--- src/rtl/rotation_monitor_if.sv ---
// Sample/status bundle between a ring-tap source and rotation_monitor.
// master drives din/din_valid; slave (the monitor) drives status and dbg_state.
interface rotation_monitor_if;
  logic [6:0] din;
  logic       din_valid;
  logic       locked;
  logic [2:0] phase;
  logic [6:0] expected;
  logic       err;
  logic [7:0] err_count;
  logic [1:0] dbg_state;

  // Handshake: din is consumed on every posedge where din_valid=1; there is no
  // ready, the monitor always accepts, and status reflects it one cycle later.
  modport master (
    output din, din_valid,
    input  locked, phase, expected, err, err_count, dbg_state
  );
  modport slave (
    input  din, din_valid,
    output locked, phase, expected, err, err_count, dbg_state
  );
endinterface

--- src/rtl/rotation_monitor.sv ---
// Locks onto a descending value ring (1,2,5,15,35,50,75,100) and flags slips.
// Define ROTATION_MONITOR_ERRCNT_EN to build the saturating err_count.
module rotation_monitor #(
  parameter int unsigned LOCK_CNT   = 3,
  parameter int unsigned UNLOCK_CNT = 2
) (
  input  logic               clk,
  input  logic               reset,
  rotation_monitor_if.slave  mon
);

  typedef enum logic [1:0] {HUNT = 2'd0, CONFIRM = 2'd1, LOCKED = 2'd2} state_t;

  localparam logic [3:0] LOCK_LIM   = 4'(LOCK_CNT);
  localparam logic [3:0] UNLOCK_LIM = 4'(UNLOCK_CNT);

  function automatic logic [6:0] tbl(input logic [2:0] idx);
    logic [6:0] v;
    unique case (idx)
      3'd0: v = 7'd1;
      3'd1: v = 7'd2;
      3'd2: v = 7'd5;
      3'd3: v = 7'd15;
      3'd4: v = 7'd35;
      3'd5: v = 7'd50;
      3'd6: v = 7'd75;
      default: v = 7'd100;
    endcase
    return v;
  endfunction

  state_t     state_q, state_d;
  logic [2:0] phase_q, phase_d;
  logic [2:0] match_q, match_d;
  logic [2:0] miss_q, miss_d;
  logic       locked_q, locked_d;
  logic [6:0] expected_q, expected_d;
  logic       err_q, err_d;

  logic       hit;
  logic [2:0] hit_idx;
  logic [2:0] prev_idx;
  logic [2:0] next_prev_idx;
  logic       ring_hit;
  logic [3:0] match_inc;
  logic [3:0] miss_inc;

  always_comb begin
    hit     = 1'b0;
    hit_idx = 3'd0;
    for (int i = 0; i < 8; i++) begin
      if (mon.din == tbl(3'(i))) begin
        hit     = 1'b1;
        hit_idx = 3'(i);
      end
    end
  end

  // The ring runs downward through the table, so the successor is index-1 (mod 8).
  assign prev_idx  = phase_q - 3'd1;
  assign ring_hit  = (mon.din == tbl(prev_idx));
  assign match_inc = {1'b0, match_q} + 4'd1;
  assign miss_inc  = {1'b0, miss_q} + 4'd1;

  always_ff @(posedge clk or negedge reset) begin
    if (!reset) begin
      state_q    <= HUNT;
      phase_q    <= 3'd0;
      match_q    <= 3'd0;
      miss_q     <= 3'd0;
      locked_q   <= 1'b0;
      expected_q <= 7'd0;
      err_q      <= 1'b0;
    end else begin
      state_q    <= state_d;
      phase_q    <= phase_d;
      match_q    <= match_d;
      miss_q     <= miss_d;
      locked_q   <= locked_d;
      expected_q <= expected_d;
      err_q      <= err_d;
    end
  end

  always_comb begin
    state_d = state_q;
    phase_d = phase_q;
    match_d = match_q;
    miss_d  = miss_q;
    if (mon.din_valid) begin
      unique case (state_q)
        HUNT: begin
          if (hit) begin
            state_d = CONFIRM;
            phase_d = hit_idx;
            match_d = 3'd1;
          end
        end
        CONFIRM: begin
          if (hit && (hit_idx == prev_idx)) begin
            phase_d = prev_idx;
            match_d = match_inc[2:0];
            if (match_inc >= LOCK_LIM) begin
              state_d = LOCKED;
              match_d = 3'd0;
              miss_d  = 3'd0;
            end
          end else if (hit) begin
            phase_d = hit_idx;
            match_d = 3'd1;
          end else begin
            state_d = HUNT;
            match_d = 3'd0;
          end
        end
        LOCKED: begin
          if (ring_hit) begin
            phase_d = prev_idx;
            miss_d  = 3'd0;
          end else if (miss_inc >= UNLOCK_LIM) begin
            // Losing lock freezes phase at the last flywheel position.
            state_d = HUNT;
            miss_d  = 3'd0;
          end else begin
            phase_d = prev_idx;
            miss_d  = miss_inc[2:0];
          end
        end
        default: state_d = HUNT;
      endcase
    end
  end

  assign next_prev_idx = phase_d - 3'd1;

  always_comb begin
    locked_d   = (state_d == LOCKED);
    expected_d = locked_d ? tbl(next_prev_idx) : 7'd0;
    err_d      = mon.din_valid && (state_q == LOCKED) && !ring_hit;
  end

  assign mon.locked    = locked_q;
  assign mon.phase     = phase_q;
  assign mon.expected  = expected_q;
  assign mon.err       = err_q;
  assign mon.dbg_state = state_q;

`ifdef ROTATION_MONITOR_ERRCNT_EN
  logic [7:0] err_count_q;

  always_ff @(posedge clk or negedge reset) begin
    if (!reset) begin
      err_count_q <= 8'd0;
    end else if (err_d && (err_count_q != 8'hFF)) begin
      err_count_q <= err_count_q + 8'd1;
    end
  end

  assign mon.err_count = err_count_q;
`else
  assign mon.err_count = 8'd0;
`endif

endmodule

--- src/flat_wrapper.sv ---
// flat-port wrapper written by rule: the top's interface ports become plain ports
module rotation_monitor_flat 
#(
  parameter int unsigned LOCK_CNT   = 3,
  parameter int unsigned UNLOCK_CNT = 2
)
  (clk, reset, mon_din, mon_din_valid, mon_locked, mon_phase, mon_expected, mon_err, mon_err_count, mon_dbg_state);
  rotation_monitor_if mon_i ();
  input  logic clk;
  input  logic reset;
  input wire logic [$bits(mon_i.din)-1:0] mon_din;
  input wire logic [$bits(mon_i.din_valid)-1:0] mon_din_valid;
  output wire logic [$bits(mon_i.locked)-1:0] mon_locked;
  output wire logic [$bits(mon_i.phase)-1:0] mon_phase;
  output wire logic [$bits(mon_i.expected)-1:0] mon_expected;
  output wire logic [$bits(mon_i.err)-1:0] mon_err;
  output wire logic [$bits(mon_i.err_count)-1:0] mon_err_count;
  output wire logic [$bits(mon_i.dbg_state)-1:0] mon_dbg_state;
  assign mon_i.din = mon_din;
  assign mon_i.din_valid = mon_din_valid;
  assign mon_locked = mon_i.locked;
  assign mon_phase = mon_i.phase;
  assign mon_expected = mon_i.expected;
  assign mon_err = mon_i.err;
  assign mon_err_count = mon_i.err_count;
  assign mon_dbg_state = mon_i.dbg_state;
  rotation_monitor #(.LOCK_CNT(LOCK_CNT), .UNLOCK_CNT(UNLOCK_CNT)) u_core (.clk(clk), .reset(reset), .mon(mon_i));
endmodule
--- config.mk ---
export PLATFORM = sky130hd
export DESIGN_NAME = rotation_monitor_flat
export DESIGN_NICKNAME = d
export VERILOG_FILES = /design/src/rtl/rotation_monitor_if.sv /design/src/rtl/rotation_monitor.sv /design/src/flat_wrapper.sv
export SDC_FILE = /design/constraint.sdc
export NUM_CORES = 1
export LEC_CHECK = 0
export ABC_CLOCK_PERIOD_IN_PS = 4100
export CORE_MARGIN = 2
export CORE_UTILIZATION = 64
export CTS_CLUSTER_SIZE = 24
export DETAILED_ROUTE_END_ITERATION = 8
export DONT_BUFFER_PORTS = 1
export PLACE_DENSITY = 0.88
export SYNTH_ARGS = -nofsm -noshare
export SYNTH_HDL_FRONTEND = slang
export SYNTH_SLANG_ARGS = --single-unit
--- constraint.sdc ---
create_clock -name clk -period 4.1 [get_ports clk]
set_input_delay 0.82 -clock clk [delete_from_list [all_inputs] [get_ports clk]]
set_output_delay 0.82 -clock clk [all_outputs]
set_load 0.005 [all_outputs]
==> run metrics, run 1 <==
Root Buffer=clkbuf_4; most common cell after layout, fill and taps aside=dfrtp_1; setup_tns=0 ps; IO Pins=32; total global-route track usage=0.261; R2R Path Start=u_core.mon.phase[1]; H-tree lvl count=1; Synth Area in Compound Gates=0.225; Simple-Gate Fraction of Synth Area=0.248; first-pass GRT wire length=6860 um; EDFF count, synth=0; CP Launch Type=register; clk_lat worst skew=about 310 ps; FMAX=approximately 0.29 GHz; Routed Antenna Nets=0; Hold Crit Class=in -> async; XOR/XNOR Fraction of Synth Area=0.0606; clk buf depth=2; VDD IR-drop max=about 0.00044 V; Adder-Cell Fraction of Synth Area=0.0817; largest cells by area after synthesis=dfrtp_1, ha_1, buf_4; min cycle time layout=3460 ps; IO buf count=0; num rows=19; Yosys reg bits=20; Post-CTS Resized=0; crit path cell chain=inv_1 > ha_1 > xnor2_2 > a2111oi_0 > o22ai_1 > o41ai_4 > o21ai_1 > a22o_1 > a211oi_4 > inv_2 > or3_1 > a31oi_1; Static Leak=around 0.8 nW; Total Wirelength=approximately 4000 um; asr flop ratio synth=1.00; DR DRC count=0; Synth cell types=65; slowest stage delay, CP=450 ps; Area Overhead vs Synth=-0.0682%; Worst Reg-to-Reg Cells=12; Worst EP arrival=around 3700 ps; endpoint class of the critical path=register; largest net degree at the start of global routing=21; clk_skew=~5.4 ps; Syn Inst Count=between 200 and 250; critical path's slowest cell=a2111oi_0; R2R Setup Slk=between 600 and 700 ps; Seq/Total Area, Yosys=0.272; DP HPWL=3000 um; syn_area_per_cell=between 8 and 9 um^2; Yosys warnings=0; drt pass-1 iters=4; Buf/Inv on CP=2; Core Region=~2700 um^2; largest family of logic cells by synthesized area=simple AND/OR/NAND/NOR gates; antenna violations before repair=0; vias in the first global route=roughly 1,600; Least-Margin Pin Slew=approximately 600 ps; r2r endpoint=u_core.mon.expected[5]; Nets=231; drt via density=6.67; Mapped Area=roughly 1800 um^2; CTS Hold Bufs=0; Max-Slew Margin vs Limit=0.601; multiplexer share of the synthesized area=0.0170; fin crit share=0.844; Hold Vio Cnt, Final=0; RSZ-0062 raised after global routing=no; Sink Count=20; status=completed; Power Density=~420 nW/um^2; wire length per cell=16.7 um; 1st-iter DRT viols=96; Die Y-Extent=between 50 and 60 um; clock buffer count from CTS=3; family with the most delay on the worst path=compound AO/OA/AOI/OAI gates; Fin Hold WS=roughly 180 ps; Worst Path Class, Setup=reg -> reg; Placer Congestion=around 0.89; Reg clk slew, reported paths=~110 ps; top-area cell type share of the netlist area=0.272; Starting Density=0.672; Die ar.=3320 um^2; fraction of layout instances using a drive strength above 1=0.120; Final Setup Violations=0; worst-path fanout max=7; max-slew violations=0; WP data required=4340 ps; setup repair bufs after CTS=0; via count=~1,600; grt ovf=0; CTS tree=built; ant diodes=0; cell accounting for the most synthesized area=dfrtp_1; Die Wd=around 58 um; Main synth FF type=dfrtp_1; Max Cap Viol=0; most frequent cells in the layout=dfrtp_1, nor2_1, nand2_1
## kinds of logic after synthesis
kind of cell             count (synthesis)
XOR/XNOR                                11
buffers and inverters                   31
AND/OR/NAND/NOR                         81
adder cells (fa/ha/maj)                 12
flip-flops                              20
multiplexers                             3
AO/OA/AOI/OAI                           53
other                                    1
## flip-flops by register name, summed over array words and instances (netlist names)
name,flops
u_core.mon.err,1
u_core.mon.phase,3
u_core.miss_q,3
u_core.mon.locked,1
u_core.match_q,3
u_core.mon.dbg_state,2
u_core.mon.expected,7
## layout make-up
cell class / instances / area (um^2)
inverter: 14 / 52.6
clock buffer: 4 / 36.3
tap: 31 / 38.8
fill: 247 / 897
sequential: 20 / 500
timing repair buffer: 2 / 15.0
multi-input combinational: 168 / 1190
## metal layers
metal | up-vias | wire length [um] | share of wire | GRT usage
met5 | - | 0 | 0 | 0
li1 | 737 | - | - | -
met2 | 83 | 1990 | 0.50 | 0.433
met1 | 764 | 1600 | 0.40 | 0.331
met4 | 0 | 90 | 0.023 | 0.0997
met3 | 11 | 317 | 0.079 | 0.0590
## per-stage QoR
step	util	instance area [um^2]	power, mW	setup WS, ps	cells
floorplan	-	1860	0.604	636	219
global placement	0.659	1800	0.652	629	235
detailed placement	0.659	1800	0.660	541	235
CTS	0.672	1840	0.778	622	239
global route	0.672	1840	0.840	217	239
finish	0.672	1840	0.779	641	239
## synthesized netlist by cell type, drive strengths merged (2+ instances only)
master	instances
a21boi	2
and3	2
nor3	13
or3	2
a211oi	2
inv	14
a21oi	10
o211ai	2
dfrtp	20
nand3	8
xnor2	6
nand2b	3
xor2	5
nor4	6
nor2	16
mux2i	2
nand2	14
o31ai	3
ha	12
a31oi	7
a211o	2
o41ai	2
nor2b	3
nand4	2
o21ai	11
and2	4
buf	16
## report_power, final
group	internal (mW)	total, mW	switching (mW)
Combinational	0.158	0.423	0.265
Clock	0.0543	0.115	0.0611
Sequential	0.216	0.241	0.0250
## worst max path at each step
stage                     cells after the start                endpoint  slack, ps           startpoint
after floorplan                              13  u_core.mon.expected[5]        640           mon_din[4]
after global placement                       10  u_core.mon.expected[5]        630           mon_din[2]
after detailed placement                     10  u_core.mon.expected[5]        540           mon_din[2]
after CTS                                    12  u_core.mon.expected[5]        620  u_core.mon.phase[1]
after global routing                         12  u_core.mon.expected[5]        220  u_core.mon.phase[1]
final                                        12  u_core.mon.expected[5]        640  u_core.mon.phase[1]
(Power assumes the default switching activity.)
==> inputs of run 2 (changes only) <==
ABC_CLOCK_PERIOD_IN_PS = 3400   (was 4100)
clock period = 3.4 ns   (was 4.1 ns; I/O delays follow)
==> run 2 against run 1 <==
  * Count of clock-buffer cells in the layout unchanged
  * Critical path depth stayed put
  * Cell count up 4.2%
  * Core utilization increased by 3.7 points
  * Non-clock buffer count grew 10
  * Fmax increased by 6.6%
==> run metrics, run 2 (synthesized netlist as in run 1, its figures left out) <==
status=completed (unchanged); Hold Crit Class=in -> async (unchanged); DR DRC count=0 (unchanged); Combinational Power Share=0.573 (was 0.543); Total Wirelength=4110 um (was 4000 um); Core Region=2730 um^2 (unchanged); Worst Path Class, Setup=reg -> reg (unchanged); slowest stage delay, CP=410 ps (was 450 ps); grt ovf=0 (unchanged); RSZ-0062 raised after global routing=no (unchanged); IO buf count=0 (unchanged); Reg clk slew, reported paths=110 ps (about the same); P_sw=0.449 mW (was 0.351 mW); Static Leak=0.857 nW (was 0.797 nW); R2R Setup Slk=160 ps (was 640 ps); GRT busiest layer=met2 (unchanged); met1 track demand over resource=0.327 (was 0.331); drt via density=6.52 (was 6.67); min cycle time layout=3240 ps (was 3460 ps); Final Setup Violations=0 (unchanged); max-slew violations=0 (unchanged); ant diodes=0 (unchanged); GR Layer Usage met3=0.0544 (was 0.0590); Die Y-Extent=57.6 um (unchanged); Die Wd=57.6 um (unchanged); FMAX=0.308 GHz (was 0.289 GHz); clk_skew=3.52 ps (was 5.37 ps); H-tree lvl count=1 (unchanged); R2R Path Start=u_core.mon.phase[0] (was u_core.mon.phase[1]); Final Worst Setup Slack=156 ps (was 641 ps); Die ar.=3320 um^2 (unchanged); setup_tns=0 ps (unchanged); Worst EP arrival=3480 ps (was 3700 ps); Sequential Power Share=0.286 (was 0.309); num rows=19 (unchanged); fin crit share=0.954 (was 0.844); critical path's slowest cell=dfrtp_1 (was a2111oi_0); P_int=0.555 mW (was 0.428 mW); endpoint class of the critical path=register (unchanged); clk_lat worst skew=310 ps (about the same); 1st-iter DRT viols=96 (unchanged); VDD IR-drop max=0.000447 V (was 0.000437 V); CTS Hold Bufs=0 (unchanged); Root Buffer=clkbuf_4 (unchanged); max reg flops=7 (unchanged); via count=1,623 (was 1,595); Worst Reg-to-Reg Cells=12 (unchanged); Clock power frac=0.141 (was 0.148); IO Pins=32 (unchanged); Max Cap Viol=0 (unchanged); largest net degree at the start of global routing=21 (unchanged); CTS tree=built (unchanged); wire length per cell=16.5 um (was 16.7 um); clk buf depth=2 (unchanged); r2r endpoint=u_core.mon.expected[5] (unchanged); Routed Antenna Nets=0 (unchanged); most frequent cells in the layout=dfrtp_1, nor2_1, nand2_1, nor3_1, buf_4 (was dfrtp_1, nor2_1, nand2_1); Placer Congestion=0.979 (was 0.891); Area Overhead vs Synth=5.38% (was -0.0682%); drt pass-1 iters=4 (unchanged); CP Launch Type=register (unchanged); worst-path fanout max=8 (was 7); switch share=0.447 (was 0.450); crit path cell chain=buf_4 > ha_1 > nor3_1 > mux2i_1 > xor2_1 > o41ai_4 > and2_1 > or2_2 > a211oi_4 > inv_2 > or3_1 > a31oi_1 (was inv_1 > ha_1 > xnor2_2 > a2111oi_0 > o22ai_1 > o41ai_4 > o21ai_1 > a22o_1 > a211oi_4 > inv_2 > or3_1 > a31oi_1); pre-CTS worst setup slack=70.1 ps (was 541 ps); total global-route track usage=0.262 (was 0.261); Power Density=518 nW/um^2 (was 424 nW/um^2); GR Util met2=0.458 (was 0.433); vias in the first global route=1,550 (was 1,552); most common cell after layout, fill and taps aside=dfrtp_1 (unchanged); clock buffer count from CTS=3 (unchanged); Sink Count=20 (unchanged); antenna violations before repair=0 (unchanged); WP data required=3640 ps (was 4340 ps); Least-Margin Pin Slew=567 ps (was 596 ps); Nets=241 (was 231); Starting Density=0.672 (unchanged); first-pass GRT wire length=6910 um (was 6860 um); Hold Vio Cnt, Final=0 (unchanged); Max-Slew Margin vs Limit=0.620 (was 0.601); final core utilization=0.708 (was 0.672); fraction of layout instances using a drive strength above 1=0.183 (was 0.120); DP HPWL=3160 um (was 3000 um)
## run 2: cell count changes in the layout (fill, tap and decap cells not counted), sizes merged
cell and delta:
buf +10
## run 2: worst max-delay path by stage
stage                        start                     end  slack (ps)  depth (start not counted)
2_1_floorplan           mon_din[4]  u_core.mon.expected[5]          80                         13
3_3_place_gp            mon_din[6]  u_core.mon.expected[5]         130                          9
3_5_place_dp            mon_din[6]  u_core.mon.expected[5]          70                         10
4_1_cts        u_core.mon.phase[1]  u_core.mon.expected[5]          40                         12
5_1_grt        u_core.mon.phase[0]  u_core.mon.expected[5]           5                         12
6_report       u_core.mon.phase[0]  u_core.mon.expected[5]         160                         12
## run 2: stage by stage
step	total power, mW	hold slack [ps]	instances	area [um^2]
floorplan	0.728	384	219	1860
global placement	0.798	385	244	1870
detailed placement	0.821	385	244	1870
CTS	0.965	34.9	248	1900
global route	1.08	19.8	249	1940
finish	1.00	45.2	249	1940
## run 2: per-layer routing
layer / vias to the layer above / part of all wire / routed length (um)
met3: 3 / 0.054 / 222
met5: - / 0 / 0
met1: 787 / 0.43 / 1780
met2: 66 / 0.51 / 2090
met4: 0 / 0.0044 / 18
li1: 767 / - / -
## run 2: worst max-delay path, delay by kind of cell, from the launching register on
| kind | cells | cell delay, ps |
|---|---|---|
| AND/OR/NAND/NOR | 4 | 1160 |
| AO/OA/AOI/OAI | 3 | 630 |
| flip-flops | 1 | 410 |
| adder cells (fa/ha/maj) | 1 | 310 |
| XOR/XNOR | 1 | 300 |
| buffers and inverters | 2 | 250 |
| multiplexers | 1 | 120 |
## run 2: timing repair
action                                  CTS  global route
setup buffers                             0             1
endpoints found under the setup margin    0             2
gates resized for setup                   0             7
## run 2: final cells by class
class | instances | area, um^2
sequential | 20 | 500
clock buffer | 4 | 36.3
fill | 217 | 797
inverter | 14 | 52.6
multi-input combinational | 168 | 1220
timing repair buffer | 12 | 90.1
tap | 31 | 38.8
## run 2: power groups by stage
stage                     combinational [mW]  clock (mW)  sequential [mW]
after floorplan                        0.436           0            0.291
after global placement                 0.509           0            0.289
after detailed placement               0.531           0            0.290
after CTS                              0.534       0.146            0.285
after global routing                   0.634       0.154            0.290
final                                  0.575       0.141            0.287
==> inputs of run 3 (changes only) <==
ABC_AREA = 1   (was not set)
PLACE_DENSITY = not set   (was 0.88)
PLACE_DENSITY_LB_ADDON = 0.25   (was not set)
==> run 3 against run 2 <==
  * Clock power about the same
  * Critical endpoint unchanged
  * First-iteration DRC count up 31%
  * Non-clock buffer count down 12
  * Highest routed layer unchanged
  * Sequential power up 22%
  * Final area down 3.8%
  * Count of clock-buffer cells in the layout unchanged
  * Register-to-register slack better by 470 ps
  * Clock skew up 7.1 ps
  * Critical path type unchanged
==> run metrics, run 3 <==
Final Power=1.38 mW (was 1.00 mW); Worst Path Class, Setup=reg -> reg (unchanged); RSZ-0062 raised after global routing=no (unchanged); status=completed (unchanged); largest net degree at the start of global routing=21 (unchanged); Max Cap Viol=0 (unchanged); IO buf count=0 (unchanged); R2R Path Start=u_core.mon.phase[0] (unchanged); setup_tns=0 ps (unchanged); most frequent cells after synthesis=nand2_1, inv_1, nand3_1, nor2_1, dfrtp_1 (was dfrtp_1, nor2_1, nand2_1); largest cells by area after synthesis=dfrtp_1, nand2_1, ha_1 (was dfrtp_1, ha_1, buf_4); Levels on crit path=20 (was 12); Post-CTS Resized=0 (unchanged); max reg flops=7 (unchanged); Die Y-Extent=57.4 um (was 57.6 um); Main synth FF type=dfrtp_1 (unchanged); endpoint class of the critical path=register (unchanged); top-count cell post-synth=nand2_1 (was dfrtp_1); Static Leak=1.01 nW (was 0.857 nW); wire length per cell=12.3 um (was 16.5 um); Yosys reg bits=20 (unchanged); Seq/Total Area, Yosys=0.275 (was 0.272); crit path cell chain=inv_1 > ha_1 > inv_1 > nand2_4 > nand2_2 > inv_2 > nand3_1 > nand2_1 > nor2_1 > nand3_2 > nor2_4 > nand2_2 > nand2_1 > nand3_1 > nand3_1 > nand2_1 > inv_2 > nand3_1 > nand3_1 > nor2_1 (was buf_4 > ha_1 > nor3_1 > mux2i_1 > xor2_1 > o41ai_4 > and2_1 > or2_2 > a211oi_4 > inv_2 > or3_1 > a31oi_1); clk_skew=10.6 ps (was 3.52 ps); Worst EP arrival=2970 ps (was 3480 ps); via count=1,668 (was 1,623); R2R Setup Slk=630 ps (was 160 ps); Power Density=741 nW/um^2 (was 518 nW/um^2); DP HPWL=2960 um (was 3160 um); Root Buffer=clkbuf_4 (unchanged); clk buf depth=2 (unchanged); Yosys warnings=0 (unchanged); Most common cell on crit path=nand3_1; num rows=19 (unchanged); Critical Path Source=u_core.mon.phase[0] (unchanged); Sink Count=20 (unchanged); Die Wd=57.4 um (was 57.6 um); cell accounting for the most synthesized area=dfrtp_1 (unchanged); r2r endpoint=u_core.mon.expected[5] (unchanged); ant diodes=0 (unchanged); most frequent cells in the layout=nand2_1, inv_1, nand3_1, nor2_1, dfrtp_1 (was dfrtp_1, nor2_1, nand2_1, nor3_1, buf_4); Starting Density=0.666 (was 0.672); CP Launch Type=register (unchanged); Least-Margin Pin Slew=602 ps (was 567 ps); DR DRC count=0 (unchanged); drt via density=5.47 (was 6.52); antenna violations before repair=0 (unchanged); Die ar.=3290 um^2 (was 3320 um^2); Hold Crit Class=in -> async (unchanged); most common cell after layout, fill and taps aside=nand2_1 (was dfrtp_1); EDFF count, synth=0 (unchanged); drt pass-1 iters=5 (was 4); Max-Slew Margin vs Limit=0.597 (was 0.620); vias in the first global route=1,542 (was 1,550); Hold Vio Cnt, Final=0 (unchanged); 1st-iter DRT viols=126 (was 96); Critical Path Sink=u_core.mon.expected[5] (unchanged); syn_area_per_cell=6.72 um^2 (was 8.67 um^2); total global-route track usage=0.245 (was 0.262); critical path's slowest cell=dfrtp_1 (unchanged); Routed Antenna Nets=0 (unchanged); setup repair bufs after CTS=0 (unchanged); Area Overhead vs Synth=2.27% (was 5.38%); family with the most delay on the worst path=simple AND/OR/NAND/NOR gates (unchanged); Mapped Area=1820 um^2 (was 1840 um^2); top-area cell type share of the netlist area=0.275 (was 0.272); Total Wirelength=3740 um (was 4110 um); clock buffer count from CTS=3 (unchanged); CTS tree=built (unchanged); VDD IR-drop max=0.000638 V (was 0.000447 V); max-slew violations=0 (unchanged); Worst Reg-to-Reg Cells=20 (was 12); Reg clk slew, reported paths=120 ps (was 110 ps); Placer Congestion=0.890 (was 0.979); WP data required=3600 ps (was 3640 ps); H-tree lvl count=1 (unchanged); Nets=297 (was 241); worst-path fanout max=7 (was 8); slowest stage delay, CP=510 ps (was 410 ps); first-pass GRT wire length=6470 um (was 6910 um); CTS Hold Bufs=0 (unchanged); FMAX=0.361 GHz (was 0.308 GHz); Core Region=2730 um^2 (unchanged); clk_lat worst skew=310 ps (about the same); Syn Inst Count=271 (was 212); fin crit share=0.816 (was 0.954); grt ovf=0 (unchanged); fraction of layout instances using a drive strength above 1=0.139 (was 0.183); Final Setup Violations=0 (unchanged); Buf/Inv on CP=4 (was 2); min cycle time layout=2770 ps (was 3240 ps); Synth cell types=31 (was 65); IO Pins=32 (unchanged); asr flop ratio synth=1.00 (unchanged)
[run 3: changes by cell type after synthesis, moves of 6 or more]
cell / change
nand2_1: +58
nand3_1: +19
nand3_2: +6
inv_1: +21
nor3_1: -8
nor2_1: +11
nand2_2: +9
[run 3: worst min-delay path by stage]
| stage | start | to | depth (start not counted) |
|---|---|---|---|
| 6_report | reset | u_core.mon.dbg_state[0] | 0 |
| 5_1_grt | reset | u_core.mon.dbg_state[0] | 0 |
| 4_1_cts | reset | u_core.mon.dbg_state[0] | 0 |
| 3_5_place_dp | reset | u_core.mon.dbg_state[0] | 0 |
| 3_3_place_gp | reset | u_core.miss_q[2] | 0 |
| 2_1_floorplan | reset | u_core.match_q[0] | 0 |
[run 3: worst reg2reg max path, cell delays in order (launching register included)]
cell and delay, ps:
dfrtp_1 510, inv_1 180, ha_1 260, inv_1 110, nand2_4 70, nand2_2 130
inv_2 80, nand3_1 60, nand2_1 60, nor2_1 130, nand3_2 110, nor2_4 160
nand2_2 110, nand2_1 70, nand3_1 60, nand3_1 80, nand2_1 140, inv_2 130
nand3_1 80, nand3_1 90, nor2_1 40
[run 3: layout make-up]
class / count / area, um^2
clock buffers: 4 / 36.3
fillers: 255 / 871
inverters: 41 / 154
multi-input cells: 209 / 1130
flip-flops and latches: 20 / 500
well taps: 31 / 38.8
[run 3: power breakdown]
group	leakage [nW]	internal (mW)	switching (mW)
clock	0.0210	0.0654	0.0748
sequential	0.263	0.285	0.0650
combinational	0.724	0.301	0.588
[run 3: routing by layer]
layer	GRT usage	routed length, um	vias up
met5	0	0	-
met3	0.0340	180	5
met4	0.0532	33	0
met1	0.317	1650	764
met2	0.435	1880	45
li1	-	-	854
[run 3: kinds of logic after synthesis]
group,count (synthesis),share of synthesized area
and+or+nand+nor,162,0.438
buffers and inverters,49,0.117
AOI/OAI and AO/OA,26,0.0804
DFF,20,0.275
adders and majority gates,12,0.0824
xor gates and xnor gates,1,0.00481
other,1,0.00206
[run 3: stage by stage]
stage,hold WS (ps),util,area (um^2),worst slack (ps),instances
finish,45.1,0.681,1860,627,305
global placement,385,0.668,1830,723,301
CTS,42.1,0.681,1860,646,305
floorplan,384,-,1850,1050,278
global route,24.9,0.681,1860,318,305
detailed placement,385,0.668,1830,671,301
